`src/rtl/uart_pkg.sv`:
```
// uart_pkg: shared parity constants, TX/RX FSM encodings and the frame-length helper.
package uart_pkg;
    localparam int PARITY_NONE = 0;
    localparam int PARITY_EVEN = 1;
    localparam int PARITY_ODD  = 2;
    typedef enum logic [2:0] {TX_IDLE, TX_START, TX_DATA, TX_PARITY, TX_STOP} tx_state_e;
    typedef enum logic [2:0] {RX_IDLE, RX_START, RX_DATA, RX_PARITY, RX_STOP, RX_BREAK} rx_state_e;
    function automatic int frame_bits(input int dw, input int pm, input int sb);
        return 1 + dw + ((pm != PARITY_NONE) ? 1 : 0) + sb;
    endfunction
endpackage

```
`src/rtl/uart_core_param_if.sv`:
```
// uart_core_param_if: host-side word interface plus the pad-side serial lines of the UART core.
interface uart_core_param_if #(parameter int DATA_WIDTH = 8);
    logic                  loopback;
    logic                  enable;
    logic [DATA_WIDTH-1:0] i_data;
    logic                  o_busy;
    logic                  serial_out;
    logic                  serial_in;
    logic [DATA_WIDTH-1:0] received_data;
    logic                  data_is_valid;
    logic                  parity_error;
    logic                  framing_error;
    modport slave (
        input  loopback, enable, i_data, serial_in,
        output o_busy, serial_out, received_data, data_is_valid, parity_error, framing_error
    );
    modport master (
        output loopback, enable, i_data, serial_in,
        input  o_busy, serial_out, received_data, data_is_valid, parity_error, framing_error
    );
endinterface

```
`src/rtl/uart_sync.sv`:
```
// uart_sync: NUM_SYNC-flop synchroniser for the asynchronous rx line, resetting to the idle-high level.
module uart_sync #(
    parameter int NUM_SYNC = 3
) (
    input  logic clk,
    input  logic rst,
    input  logic d_i,
    output logic q_o
);
    logic [NUM_SYNC-1:0] sync_q;
    always_ff @(posedge clk or posedge rst)
        if (rst) sync_q <= '1;
        else     sync_q <= {sync_q[NUM_SYNC-2:0], d_i};
    assign q_o = sync_q[NUM_SYNC-1];
endmodule

```
`src/rtl/uart_core_param.sv`:
```
// uart_core_param: full-duplex UART with parametrised frame format, runtime loopback,
// parity/framing error flags and start-bit glitch rejection.
module uart_core_param import uart_pkg::*; #(
    parameter int DATA_WIDTH     = 8,
    parameter int CLOCKS_PER_BIT = 8,
    parameter int PARITY_MODE    = 1,
    parameter int STOP_BITS      = 1,
    parameter int NUM_SYNC       = 3
) (
    input logic              clk,
    input logic              reset,
    uart_core_param_if.slave u
);
    localparam int            TW     = $clog2(CLOCKS_PER_BIT);
    localparam logic [TW-1:0] BIT_T  = TW'(CLOCKS_PER_BIT - 1);
    localparam logic [TW-1:0] HALF_T = TW'(CLOCKS_PER_BIT / 2 - 1);
    localparam logic [3:0]    LAST_D = 4'(DATA_WIDTH - 1);
    localparam logic [3:0]    LAST_S = 4'(STOP_BITS - 1);
    localparam logic          ODD    = PARITY_MODE == PARITY_ODD;
    localparam logic          HAS_P  = PARITY_MODE != PARITY_NONE;

    tx_state_e             tx_q, tx_d;
    logic [TW-1:0]         ttick_q, ttick_d;
    logic [3:0]            tidx_q, tidx_d;
    logic [DATA_WIDTH-1:0] tsh_q, tsh_d;
    logic                  tpar_q, tpar_d;
    logic                  tend, tx_line;

    rx_state_e             rx_q, rx_d;
    logic [TW-1:0]         rtick_q, rtick_d;
    logic [3:0]            ridx_q, ridx_d;
    logic [DATA_WIDTH-1:0] rsh_q, rsh_d, rdata_q, rdata_d;
    logic                  rpar_q, rpar_d, prev_q, rx_s, rend;
    logic                  valid_q, valid_d, perr_q, perr_d, ferr_q, ferr_d;

    assign tend = ttick_q == '0;
    assign rend = rtick_q == '0;

    uart_sync #(.NUM_SYNC(NUM_SYNC)) u_sync (
        .clk(clk),
        .rst(reset),
        .d_i(u.loopback ? tx_line : u.serial_in),
        .q_o(rx_s)
    );

    always_ff @(posedge clk or posedge reset)
        if (reset) begin
            tx_q    <= TX_IDLE;
            ttick_q <= '0;
            tidx_q  <= '0;
            tsh_q   <= '0;
            tpar_q  <= 1'b0;
            rx_q    <= RX_IDLE;
            rtick_q <= '0;
            ridx_q  <= '0;
            rsh_q   <= '0;
            rpar_q  <= 1'b0;
            prev_q  <= 1'b1;
            rdata_q <= '0;
            valid_q <= 1'b0;
            perr_q  <= 1'b0;
            ferr_q  <= 1'b0;
        end else begin
            tx_q    <= tx_d;
            ttick_q <= ttick_d;
            tidx_q  <= tidx_d;
            tsh_q   <= tsh_d;
            tpar_q  <= tpar_d;
            rx_q    <= rx_d;
            rtick_q <= rtick_d;
            ridx_q  <= ridx_d;
            rsh_q   <= rsh_d;
            rpar_q  <= rpar_d;
            prev_q  <= rx_s;
            rdata_q <= rdata_d;
            valid_q <= valid_d;
            perr_q  <= perr_d;
            ferr_q  <= ferr_d;
        end

    // tidx counts data bits, then is reloaded to count stop periods
    always_comb begin
        tx_d    = tx_q;
        ttick_d = tend ? BIT_T : ttick_q - 1'b1;
        tidx_d  = tidx_q;
        tsh_d   = tsh_q;
        tpar_d  = tpar_q;
        case (tx_q)
            TX_IDLE: if (u.enable) begin
                tx_d    = TX_START;
                ttick_d = BIT_T;
                tsh_d   = u.i_data;
                tpar_d  = ^u.i_data ^ ODD;
            end
            TX_START: if (tend) begin
                tx_d   = TX_DATA;
                tidx_d = LAST_D;
            end
            TX_DATA: if (tend) begin
                tsh_d  = tsh_q >> 1;
                tidx_d = tidx_q == '0 ? LAST_S : tidx_q - 1'b1;
                tx_d   = tidx_q != '0 ? TX_DATA : HAS_P ? TX_PARITY : TX_STOP;
            end
            TX_PARITY: if (tend) tx_d = TX_STOP;
            TX_STOP: if (tend) begin
                tidx_d = tidx_q - 1'b1;
                tx_d   = tidx_q == '0 ? TX_IDLE : TX_STOP;
            end
            default: tx_d = TX_IDLE;
        endcase
    end

    // only the first stop bit is sampled; a low stop holds off re-arming until the line idles
    always_comb begin
        rx_d    = rx_q;
        rtick_d = rend ? BIT_T : rtick_q - 1'b1;
        ridx_d  = ridx_q;
        rsh_d   = rsh_q;
        rpar_d  = rpar_q;
        rdata_d = rdata_q;
        valid_d = 1'b0;
        perr_d  = 1'b0;
        ferr_d  = 1'b0;
        case (rx_q)
            RX_IDLE: if (prev_q && !rx_s) begin
                rx_d    = RX_START;
                rtick_d = HALF_T;
            end
            RX_START: if (rend) begin
                rx_d   = rx_s ? RX_IDLE : RX_DATA;
                ridx_d = LAST_D;
            end
            RX_DATA: if (rend) begin
                rsh_d  = {rx_s, rsh_q[DATA_WIDTH-1:1]};
                ridx_d = ridx_q - 1'b1;
                rx_d   = ridx_q != '0 ? RX_DATA : HAS_P ? RX_PARITY : RX_STOP;
            end
            RX_PARITY: if (rend) begin
                rpar_d = rx_s;
                rx_d   = RX_STOP;
            end
            RX_STOP: if (rend) begin
                rdata_d = rsh_q;
                valid_d = 1'b1;
                perr_d  = HAS_P && (rpar_q != (^rsh_q ^ ODD));
                ferr_d  = !rx_s;
                rx_d    = rx_s ? RX_IDLE : RX_BREAK;
            end
            RX_BREAK: if (rx_s) rx_d = RX_IDLE;
            default: rx_d = RX_IDLE;
        endcase
    end

    assign tx_line = tx_q == TX_START ? 1'b0 : tx_q == TX_DATA ? tsh_q[0] : tx_q == TX_PARITY ? tpar_q : 1'b1;
    assign u.serial_out    = tx_line;
    assign u.o_busy        = tx_q != TX_IDLE;
    assign u.received_data = rdata_q;
    assign u.data_is_valid = valid_q;
    assign u.parity_error  = perr_q;
    assign u.framing_error = ferr_q;
endmodule

```
`src/flat_wrapper.sv`:
```
// flat-port wrapper written by rule: the top's interface ports become plain ports
module uart_core_param_flat import uart_pkg::*;
#(
    parameter int DATA_WIDTH     = 8,
    parameter int CLOCKS_PER_BIT = 8,
    parameter int PARITY_MODE    = 1,
    parameter int STOP_BITS      = 1,
    parameter int NUM_SYNC       = 3
)
  (clk, reset, u_loopback, u_enable, u_i_data, u_serial_in, u_o_busy, u_serial_out, u_received_data, u_data_is_valid, u_parity_error, u_framing_error);
  uart_core_param_if #(.DATA_WIDTH(DATA_WIDTH)) u_i ();
  input logic clk;
  input logic reset;
  input wire logic [$bits(u_i.loopback)-1:0] u_loopback;
  input wire logic [$bits(u_i.enable)-1:0] u_enable;
  input wire logic [$bits(u_i.i_data)-1:0] u_i_data;
  input wire logic [$bits(u_i.serial_in)-1:0] u_serial_in;
  output wire logic [$bits(u_i.o_busy)-1:0] u_o_busy;
  output wire logic [$bits(u_i.serial_out)-1:0] u_serial_out;
  output wire logic [$bits(u_i.received_data)-1:0] u_received_data;
  output wire logic [$bits(u_i.data_is_valid)-1:0] u_data_is_valid;
  output wire logic [$bits(u_i.parity_error)-1:0] u_parity_error;
  output wire logic [$bits(u_i.framing_error)-1:0] u_framing_error;
  assign u_i.loopback = u_loopback;
  assign u_i.enable = u_enable;
  assign u_i.i_data = u_i_data;
  assign u_i.serial_in = u_serial_in;
  assign u_o_busy = u_i.o_busy;
  assign u_serial_out = u_i.serial_out;
  assign u_received_data = u_i.received_data;
  assign u_data_is_valid = u_i.data_is_valid;
  assign u_parity_error = u_i.parity_error;
  assign u_framing_error = u_i.framing_error;
  uart_core_param #(.DATA_WIDTH(DATA_WIDTH), .CLOCKS_PER_BIT(CLOCKS_PER_BIT), .PARITY_MODE(PARITY_MODE), .STOP_BITS(STOP_BITS), .NUM_SYNC(NUM_SYNC)) u_core (.clk(clk), .reset(reset), .u(u_i));
endmodule
```
`config.mk`:
```
export PLATFORM = sky130hd
export DESIGN_NAME = uart_core_param_flat
export DESIGN_NICKNAME = d
export VERILOG_FILES = /design/src/rtl/uart_pkg.sv /design/src/rtl/uart_core_param_if.sv /design/src/rtl/uart_sync.sv /design/src/rtl/uart_core_param.sv /design/src/flat_wrapper.sv
export SDC_FILE = /design/constraint.sdc
export NUM_CORES = 1
export LEC_CHECK = 0
export ABC_CLOCK_PERIOD_IN_PS = 3700
export CAP_MARGIN = 20
export CORE_MARGIN = 2
export CORE_UTILIZATION = 30
export DETAILED_ROUTE_END_ITERATION = 10
export SLEW_MARGIN = 20
export SYNTH_ARGS = -nofsm -noshare
export SYNTH_HDL_FRONTEND = slang
export SYNTH_SLANG_ARGS = --single-unit
export TNS_END_PERCENT = 30
```
`constraint.sdc`:
```
create_clock -name clk -period 3.7 [get_ports clk]
set_input_delay 0.37 -clock clk [delete_from_list [all_inputs] [get_ports clk]]
set_output_delay 0.37 -clock clk [all_outputs]
set_load 0.1 [all_outputs]
```
==> flow_metrics.tcl, run 1 <==
set metrics [dict create \
    final_hold_viol_count 0 \
    ys_seq_area_frac 0.505 \
    synthToLayoutAreaGrowth_pct 16.3 \
    rows 34 \
    htree_num_levels 2 \
    antenna_left 0 \
    ys.flop_type "dfrtp_1" \
    syn_inst 239 \
    ys.warnings.count 0 \
    die_h_um 97.8 \
    drt-total-wl_um 4610 \
    synthMuxAreaShare 0.115 \
    die_w_um 97.8 \
    layout_commonest_cell "dfrtp_1" \
    comb_power_share 0.356 \
    critical_path_class "reg2out" \
    cp_top_family "buffers and inverters" \
    antenna_found_initial 0 \
    cts_tree "built" \
    internal_power_mw 1.20 \
    power.leakage_nw 1.39 \
    first_pass_iters 4 \
    io_pins 26 \
    grt.total_usage 0.103 \
    gp_congestion 0.784 \
    crit_chain "a21oi_1 > a311o_1 > clkdlybuf4s50_1" \
    cts_buffers 5 \
    path_max_fanout 13 \
    max_cap_viol_count 0 \
    wl_per_cell_um 12.4 \
    p_total_mw 1.99 \
    grt_pass1_wl_um 8040 \
    route.vias.total 1746 \
    tns_ns 0 \
    synth_nets 260 \
    pwr-share-seq 0.476 \
    layout_min_cycle_time_ns 2.66 \
    drc_errors 0 \
    grt_pass1_vias 1715 \
    cp-start-kind "register" \
    clock_latency_ns 0.31 \
    path_clk_slew_ns 0.09 \
    switchingPower_mw 0.787 \
    fin_nets 283 \
    slew_viol_final 0 \
    clock_power_share 0.168 \
    cp_data_arrival_time_ns 2.29 \
    tightest_slew_ns 0.970 \
    swShare 0.396 \
    ys_types 41 \
    synth_edf_count 0 \
    synth_compound_area_frac 0.111 \
    ff2ff_setup_slack_ns 1.72 \
    period_share 0.720 \
    worst_slew_margin_rel 0.351 \
    drive_above_1_share 0.141 \
    hold_buffers 0 \
    cts_setup_buffers 0 \
    multi_input_area_sq_um 1190 \
    synthAdderAreaFrac 0.0380 \
    seqCellArea_sq_um 1330 \
    synth-async-reset-ratio 1.00 \
    cpMaxStageDelayCell "clkdlybuf4s50_1" \
    synth_area_per_cell_sq_um 11.0 \
    die_area_sq_um 9560 \
    port_buffers 25 \
    vias_per_cell 4.71 \
    diodes 0 \
    ys_ff_latch 53 \
    start_util 0.305 \
    layout_common_cells "49 x dfrtp_1, 25 x clkdlybuf4s50_1, 23 x nand2_1, 17 x o21ai_0, 14 x xnor2_1" \
    clockRootBuffer "clkbuf_8" \
    synth_top_family_by_area "simple AND/OR/NAND/NOR gates" \
    syn_area_sq_um 2640 \
    p_per_area_nw_per_um2 648 \
    synth-xor-area-share 0.0583 \
    vdd_drop_max_mv 0.659 \
    fmax_ghz 0.375 \
    drt_iter0_markers 52 \
    cp-end-kind "primary output" \
    worst-path-buf-inv 1 \
    clock_path_buffers 2 \
    hpwl_um 3130 \
    synthSimpleGateAreaFrac 0.130 \
    cts_num_sinks 53 \
    status "finished, final reports clean" \
    setup_viol 0 \
    grt-ovfl-total 0 \
    skew_ns 0.0121 \
    required_ns 3.33 \
    grt_max_degree 41 \
    cp_slowest_stage_delay_ns 1.15 \
    fp.coreArea_sq_um 8640 \
    hp-class "reg2reg" \
    n_fill_cell 850 \
    cts_resized 0 \
    grt_setup_unrepaired "false" \
]
[state kept, by name, summed over array words and instances (netlist names)]
name	flops
u_core.prev_q	1
u_core.ridx_q	4
u_core.rpar_q	1
u_core.rsh_q	8
u_core.rtick_q	3
u_core.rx_q	3
u_core.tidx_q	4
u_core.tpar_q	1
u_core.tsh_q	8
u_core.ttick_q	3
u_core.tx_q	3
u_core.u.data_is_valid	1
u_core.u.framing_error	1
u_core.u.parity_error	1
u_core.u.received_data	8
u_core.u_sync.sync_q	3
[worst reg2reg max path, cell delays in order, from the launching register on]
cell	delay (ns)
dfrtp_1	0.37
inv_1	0.09
ha_1	0.20
nor2b_1	0.32
nand3_1	0.47
mux2_2	0.43
[synth_stat cells, types with 2 or more instances]
library cell | count | area, sq um
a21oi_1 | 11 | 55.1
a31oi_1 | 2 | 12.5
a32o_1 | 2 | 20.0
buf_2 | 3 | 15.0
buf_6 | 2 | 22.5
clkbuf_1 | 6 | 22.5
dfrtp_1 | 49 | 1230
dfstp_2 | 4 | 105
ha_1 | 8 | 100
inv_1 | 14 | 52.6
mux2_2 | 10 | 113
mux2_4 | 8 | 120
mux2i_1 | 7 | 70.1
nand2_1 | 23 | 86.3
nand2b_1 | 4 | 25.0
nand3_1 | 5 | 25.0
nand3b_1 | 2 | 15.0
nor2_1 | 13 | 48.8
nor2b_1 | 3 | 18.8
nor3_1 | 4 | 20.0
nor3b_1 | 4 | 30.0
nor4_1 | 2 | 12.5
o21ai_0 | 17 | 85.1
o22a_1 | 6 | 52.6
xnor2_1 | 14 | 123
[metrics by stage]
step	worst slack (ns)	cell area [sq um]	hold slack (ns)	std cells	util
after floorplan	1.78	2640	0.345	239	-
after detailed placement	1.39	2980	0.347	363	0.345
after global placement	1.42	2980	0.345	363	0.345
final	1.04	3070	0.359	371	0.355
after CTS	1.03	3070	0.361	371	0.355
after global routing	0.941	3070	0.370	371	0.355
[cell families after synthesis]
group           Yosys count
compound gates           46
xor+xnor                 16
fa+ha+maj                 8
buf+inv                  25
flops                    53
mux                      25
simple gates             66
[per-layer routing]
layer	part of all wire	track usage
met2	0.45	0.161
met5	0	0
met3	0.035	0.0279
met4	0.018	0.0353
met1	0.50	0.138
[power by group through the flow]
stage          sequential [mW]  combinational (mW)  clock (mW)
4_1_cts                  0.944               0.715       0.349
2_1_floorplan            0.873               0.640           0
3_5_place_dp             0.955               0.709           0
6_report                 0.947               0.707       0.334
5_1_grt                  0.978               0.805       0.374
3_3_place_gp             0.950               0.692           0
[path summary, 6_finish.rpt]
check,cells past startpoint,startpoint,endpoint
max,3,u_core.tx_q[0],u_serial_out
min,0,u_core.u_sync.sync_q[1],u_core.u_sync.sync_q[2]
max reg2reg,5,u_core.rtick_q[0],u_core.u.received_data[7]
min reg2reg,0,u_core.u_sync.sync_q[1],u_core.u_sync.sync_q[2]
max in group asynchronous,3,reset,u_core.u_sync.sync_q[1]
min in group asynchronous,2,reset,u_core.u.received_data[4]
[cell type report]
type,count,area share
clock buffer,5,0.0224
clock inverter,3,0.00693
inverter,14,0.0171
multi-input combinational,161,0.389
sequential,53,0.434
tap,108,0.0440
timing repair buffer,27,0.0865
No activity file was read; power rests on OpenSTA's default activity.
==> inputs of run 2 (changes only) <==
--- a/config.mk
+++ b/config.mk
@@ -5,7 +5,7 @@
 export SDC_FILE = /design/constraint.sdc
 export NUM_CORES = 1
 export LEC_CHECK = 0
-export ABC_CLOCK_PERIOD_IN_PS = 3700
+export ABC_CLOCK_PERIOD_IN_PS = 2760
 export CAP_MARGIN = 20
 export CORE_MARGIN = 2
 export CORE_UTILIZATION = 30
==> constraint.sdc (replaced) <==
create_clock -name clk -period 2.76 [get_ports clk]
set_input_delay 0.276 -clock clk [delete_from_list [all_inputs] [get_ports clk]]
set_output_delay 0.276 -clock clk [all_outputs]
set_load 0.1 [all_outputs]
==> flow_metrics.tcl, run 2 (synthesized netlist as in run 1, its figures left out) <==
set metrics [dict create \
    diodes 0 \
    final_area_sq_um 3070 \
    critPathLaunch "u_core.rtick_q[0]" \
    layout_commonest_cell "dfrtp_1" \
    switchingPower_mw 1.04 \
    grt_pass1_wl_um 8100 \
    hpwl_um 3240 \
    path_clk_slew_ns 0.09 \
    p_per_area_nw_per_um2 897 \
    antenna_found_initial 0 \
    layout_common_cells "49 x dfrtp_1, 23 x nand2_1, 17 x o21ai_0, 16 x buf_4, 14 x xnor2_1" \
    power.leakage_nw 1.43 \
    skew_ns 0.00521 \
    clock_power_share 0.200 \
    drive_above_1_share 0.193 \
    worst-path-buf-inv 1 \
    cts_tree "built" \
    io_pins 26 \
    die_area_sq_um 9560 \
    critical_path_class "reg2reg" \
    placed_area_sq_um 2950 \
    vdd_drop_max_mv 0.654 \
    grt_setup_unrepaired "false" \
    drt-total-wl_um 4590 \
    drc_errors 0 \
    clock_latency_ns 0.31 \
    hp-class "in2async" \
    clockRootBuffer "clkbuf_8" \
    cp_top_family "simple AND/OR/NAND/NOR gates" \
    required_ns 2.96 \
    period_share 0.692 \
    ff2ff_setup_slack_ns 0.85 \
    gp_congestion 0.715 \
    finish.utilization 0.356 \
    path_max_fanout 8 \
    internal_power_mw 1.72 \
    swShare 0.377 \
    pwr-share-seq 0.462 \
    grt_pass1_vias 1750 \
    antenna_left 0 \
    cts_num_sinks 53 \
    status "finished, final reports clean" \
    final_hold_viol_count 0 \
    first_pass_iters 4 \
    rows 34 \
    max_cap_viol_count 0 \
    die_h_um 97.8 \
    start_util 0.305 \
    cts_setup_buffers 0 \
    cp-end-kind "register" \
    clock_path_buffers 2 \
    timing.rr.start "u_core.rtick_q[0]" \
    tightest_slew_ns 0.600 \
    fin_nets 284 \
    tns_ns 0 \
    fp.coreArea_sq_um 8640 \
    synthToLayoutAreaGrowth_pct 16.5 \
    cpMaxStageDelayCell "or3b_1" \
    pre_cts_slack_ns 0.818 \
    setup_viol 0 \
    slew_viol_final 0 \
    cp_data_arrival_time_ns 2.11 \
    fmax_ghz 0.523 \
    reg2regPathDepth 6 \
    layout.cells.non_filler 372 \
    comb_power_share 0.339 \
    grt-ovfl-total 0 \
    finalWorstSetupSlack_ns 0.850 \
    worst_slew_margin_rel 0.599 \
    layout_min_cycle_time_ns 1.91 \
    crit_chain "inv_1 > ha_1 > or3b_1 > nor2_8 > nand2_4 > mux2_4" \
    r2r-end "u_core.rsh_q[5]" \
    hold_buffers 0 \
    grt_max_degree 28 \
    htree_num_levels 2 \
    vias_per_cell 4.67 \
    cts_buffers 5 \
    cp_slowest_stage_delay_ns 0.52 \
    dp_cells 364 \
    route.vias.total 1738 \
    n_fill_cell 849 \
    die_w_um 97.8 \
    cts_resized 0 \
    drt_iter0_markers 17 \
    cp-start-kind "register" \
    wl_per_cell_um 12.3 \
    port_buffers 25 \
    grt.total_usage 0.104 \
]
## run 2: worst max-delay path by stage
stage | depth (start not counted) | endpoint | slack, ns
6_report | 6 | u_core.rsh_q[5] | 0.85
5_1_grt | 5 | u_core.u.received_data[7] | 0.66
4_1_cts | 5 | u_core.u.received_data[7] | 0.80
3_5_place_dp | 5 | u_core.u.received_data[4] | 0.82
3_3_place_gp | 5 | u_core.u.received_data[4] | 0.88
2_1_floorplan | 3 | u_core.u_sync.sync_q[0] | 0.85
## run 2: stage by stage
stage	power [mW]	hold WS, ns
finish	2.76	0.336
global route	3.00	0.366
CTS	2.80	0.357
detailed placement	2.23	0.349
global placement	2.20	0.348
floorplan	2.03	0.345
## run 2: power by group through the flow
stage / Clock (mW) / Combinational [mW] / Sequential [mW]
6_report: 0.551 / 0.934 / 1.27
3_3_place_gp: 0 / 0.924 / 1.28
5_1_grt: 0.616 / 1.06 / 1.32
4_1_cts: 0.577 / 0.948 / 1.27
2_1_floorplan: 0 / 0.857 / 1.17
3_5_place_dp: 0 / 0.948 / 1.29
## run 2: cell type report
class	instances	area (sq um)	share of cell area
Sequential cell	53	1330	0.433
Multi-Input combinational cell	161	1190	0.388
Timing Repair Buffer	28	240	0.0782
Tap cell	108	135	0.0440
Clock buffer	6	82.6	0.0269
Inverter	14	52.6	0.0171
Clock inverter	2	37.5	0.0122
## run 2: layer usage
layer,GRT usage,vias up,routed length [um]
met5,0,-,0
met4,0.0417,0,65
met3,0.0279,5,164
met2,0.170,36,2100
met1,0.133,825,2260
li1,-,872,-
==> inputs of run 3 (changes only) <==
--- a/config.mk
+++ b/config.mk
@@ -5,7 +5,7 @@
 export SDC_FILE = /design/constraint.sdc
 export NUM_CORES = 1
 export LEC_CHECK = 0
-export ABC_CLOCK_PERIOD_IN_PS = 2760
+export ABC_CLOCK_PERIOD_IN_PS = 1700
 export CAP_MARGIN = 20
 export CORE_MARGIN = 2
 export CORE_UTILIZATION = 30
==> constraint.sdc (replaced) <==
create_clock -name clk -period 1.7 [get_ports clk]
set_input_delay 0.17 -clock clk [delete_from_list [all_inputs] [get_ports clk]]
set_output_delay 0.17 -clock clk [all_outputs]
set_load 0.1 [all_outputs]
==> flow_metrics.tcl, run 3 (synthesized netlist as in run 1, its figures left out) <==
set metrics [dict create \
    worst_slew_margin_rel 0.754 \
    clock_latency_ns 0.30 \
    layout_commonest_cell "dfrtp_1" \
    port_buffers 25 \
    cpMaxStageDelayCell "or3b_4" \
    htree_num_levels 2 \
    grt_pass1_vias 1811 \
    first_pass_iters 4 \
    cts_num_sinks 53 \
    diodes 0 \
    gp_congestion 0.826 \
    die_h_um 97.8 \
    layout_min_cycle_time_ns 1.67 \
    ff2ff_setup_slack_ns 0.03 \
    hp-class "in2async" \
    wl_per_cell_um 12.4 \
    cp_slowest_stage_delay_ns 0.41 \
    drt-total-wl_um 4810 \
    antenna_found_initial 0 \
    slew_viol_final 0 \
    drive_above_1_share 0.269 \
    path_max_fanout 8 \
    crit_chain "inv_2 > ha_4 > or3b_4 > nor2_8 > nand2_8 > mux2_4" \
    timing.rr.start "u_core.rtick_q[1]" \
    path_clk_slew_ns 0.10 \
    period_share 0.980 \
    vias_per_cell 4.68 \
    setup_viol 0 \
    layout_common_cells "47 x dfrtp_1, 27 x buf_4, 23 x nand2_1, 17 x o21ai_0, 14 x xnor2_1" \
    rows 34 \
    cp-end-kind "register" \
    final_area_sq_um 3260 \
    skew_ns 0.00758 \
    io_pins 26 \
    start_util 0.305 \
    die_area_sq_um 9560 \
    grt_max_degree 54 \
    fmax_ghz 0.601 \
    antenna_left 0 \
    power.leakage_nw 1.50 \
    hold_buffers 0 \
    required_ns 1.90 \
    cp_top_family "simple AND/OR/NAND/NOR gates" \
    status "finished, final reports clean" \
    tightest_slew_ns 0.369 \
    clockRootBuffer "clkbuf_8" \
    clock_path_buffers 2 \
    fin_nets 299 \
    worst-path-buf-inv 1 \
    reg2regPathDepth 6 \
    drc_errors 0 \
    die_w_um 97.8 \
    r2r-end "u_core.rsh_q[3]" \
    fp.coreArea_sq_um 8640 \
    max_cap_viol_count 0 \
    vdd_drop_max_mv 1.34 \
    cp-start-kind "register" \
    hpwl_um 3350 \
    final_hold_viol_count 0 \
    grt-ovfl-total 0 \
    grt.total_usage 0.105 \
    cts_tree "built" \
    finish.utilization 0.377 \
    cp_data_arrival_time_ns 1.86 \
    placed_area_sq_um 3100 \
    cts_buffers 5 \
    p_per_area_nw_per_um2 1440 \
    drt_iter0_markers 58 \
    critical_path_class "reg2reg" \
    grt_setup_unrepaired "true" \
    grt_pass1_wl_um 8330 \
    synthToLayoutAreaGrowth_pct 23.4 \
    route.vias.total 1811 \
]
## run 3: cell types whose count changed in the layout (fill, tap and decap cells not counted), moves of 2 or more
| cell | change |
|---|---|
| buf_12 | +4 |
| buf_4 | +11 |
| dfrtp_1 | -2 |
| dfrtp_2 | +2 |
| inv_1 | -2 |
| inv_2 | +2 |
| or3b_4 | +2 |
## run 3: repair_timing
action	4_1_cts	5_1_grt
setup endpoints to repair	10	33
resized for setup	2	12
pin swaps	0	2
setup buffers	0	2
hold endpoints to repair	0	0
## run 3: layer usage
| metal | vias up | part of all wire | track usage |
|---|---|---|---|
| met5 | - | 0 | 0 |
| met1 | 874 | 0.48 | 0.141 |
| met3 | 4 | 0.030 | 0.0308 |
| met4 | 0 | 0.011 | 0.0278 |
| li1 | 903 | - | - |
| met2 | 30 | 0.48 | 0.169 |
## run 3: how the worst max path moves through the flow
| stage | from | endpoint | slack, ns | cells past startpoint |
|---|---|---|---|---|
| global route | u_core.rtick_q[1] | u_core.rsh_q[3] | -0.03 | 6 |
| CTS | u_core.rtick_q[1] | u_core.rsh_q[3] | 0.004 | 6 |
| floorplan | u_core.rtick_q[0] | u_core.rsh_q[0] | -0.02 | 7 |
| detailed placement | u_core.rtick_q[1] | u_core.rsh_q[3] | -0.02 | 6 |
| global placement | u_core.rtick_q[0] | u_core.rsh_q[4] | 0.02 | 6 |
| finish | u_core.rtick_q[1] | u_core.rsh_q[3] | 0.03 | 6 |
## run 3: per-stage QoR
stage	setup WS (ns)	hold WS [ns]	instances	setup TNS [ns]	power (mW)
finish	0.0348	0.223	387	0	4.69
global route	-0.0347	0.250	387	-0.268	5.08
CTS	0.00357	0.237	385	0	4.62
detailed placement	-0.0240	0.347	377	-0.127	3.89
global placement	0.0151	0.350	377	0	3.84
floorplan	-0.0229	0.319	239	-0.183	3.30
## run 3: worst min-delay path: stages
cell and delay (ns):
clkdlybuf4s50_1 0.41, inv_2 0.07, buf_12 0.26
## run 3: final cells by class
| cell class | instances | area, sq um |
|---|---|---|
| Tap cell | 108 | 135 |
| Fill cell | 848 | 5380 |
| Clock inverter | 2 | 15.0 |
| Inverter | 14 | 52.6 |
| Sequential cell | 53 | 1330 |
| Timing Repair Buffer | 43 | 403 |
| Multi-Input combinational cell | 161 | 1240 |
| Clock buffer | 6 | 72.6 |
## run 3: power by group
part,internal [mW],switching (mW),leakage [nW]
registers,1.66,0.319,0.667
clock network,0.291,0.418,0.0374
logic,0.933,1.07,0.791
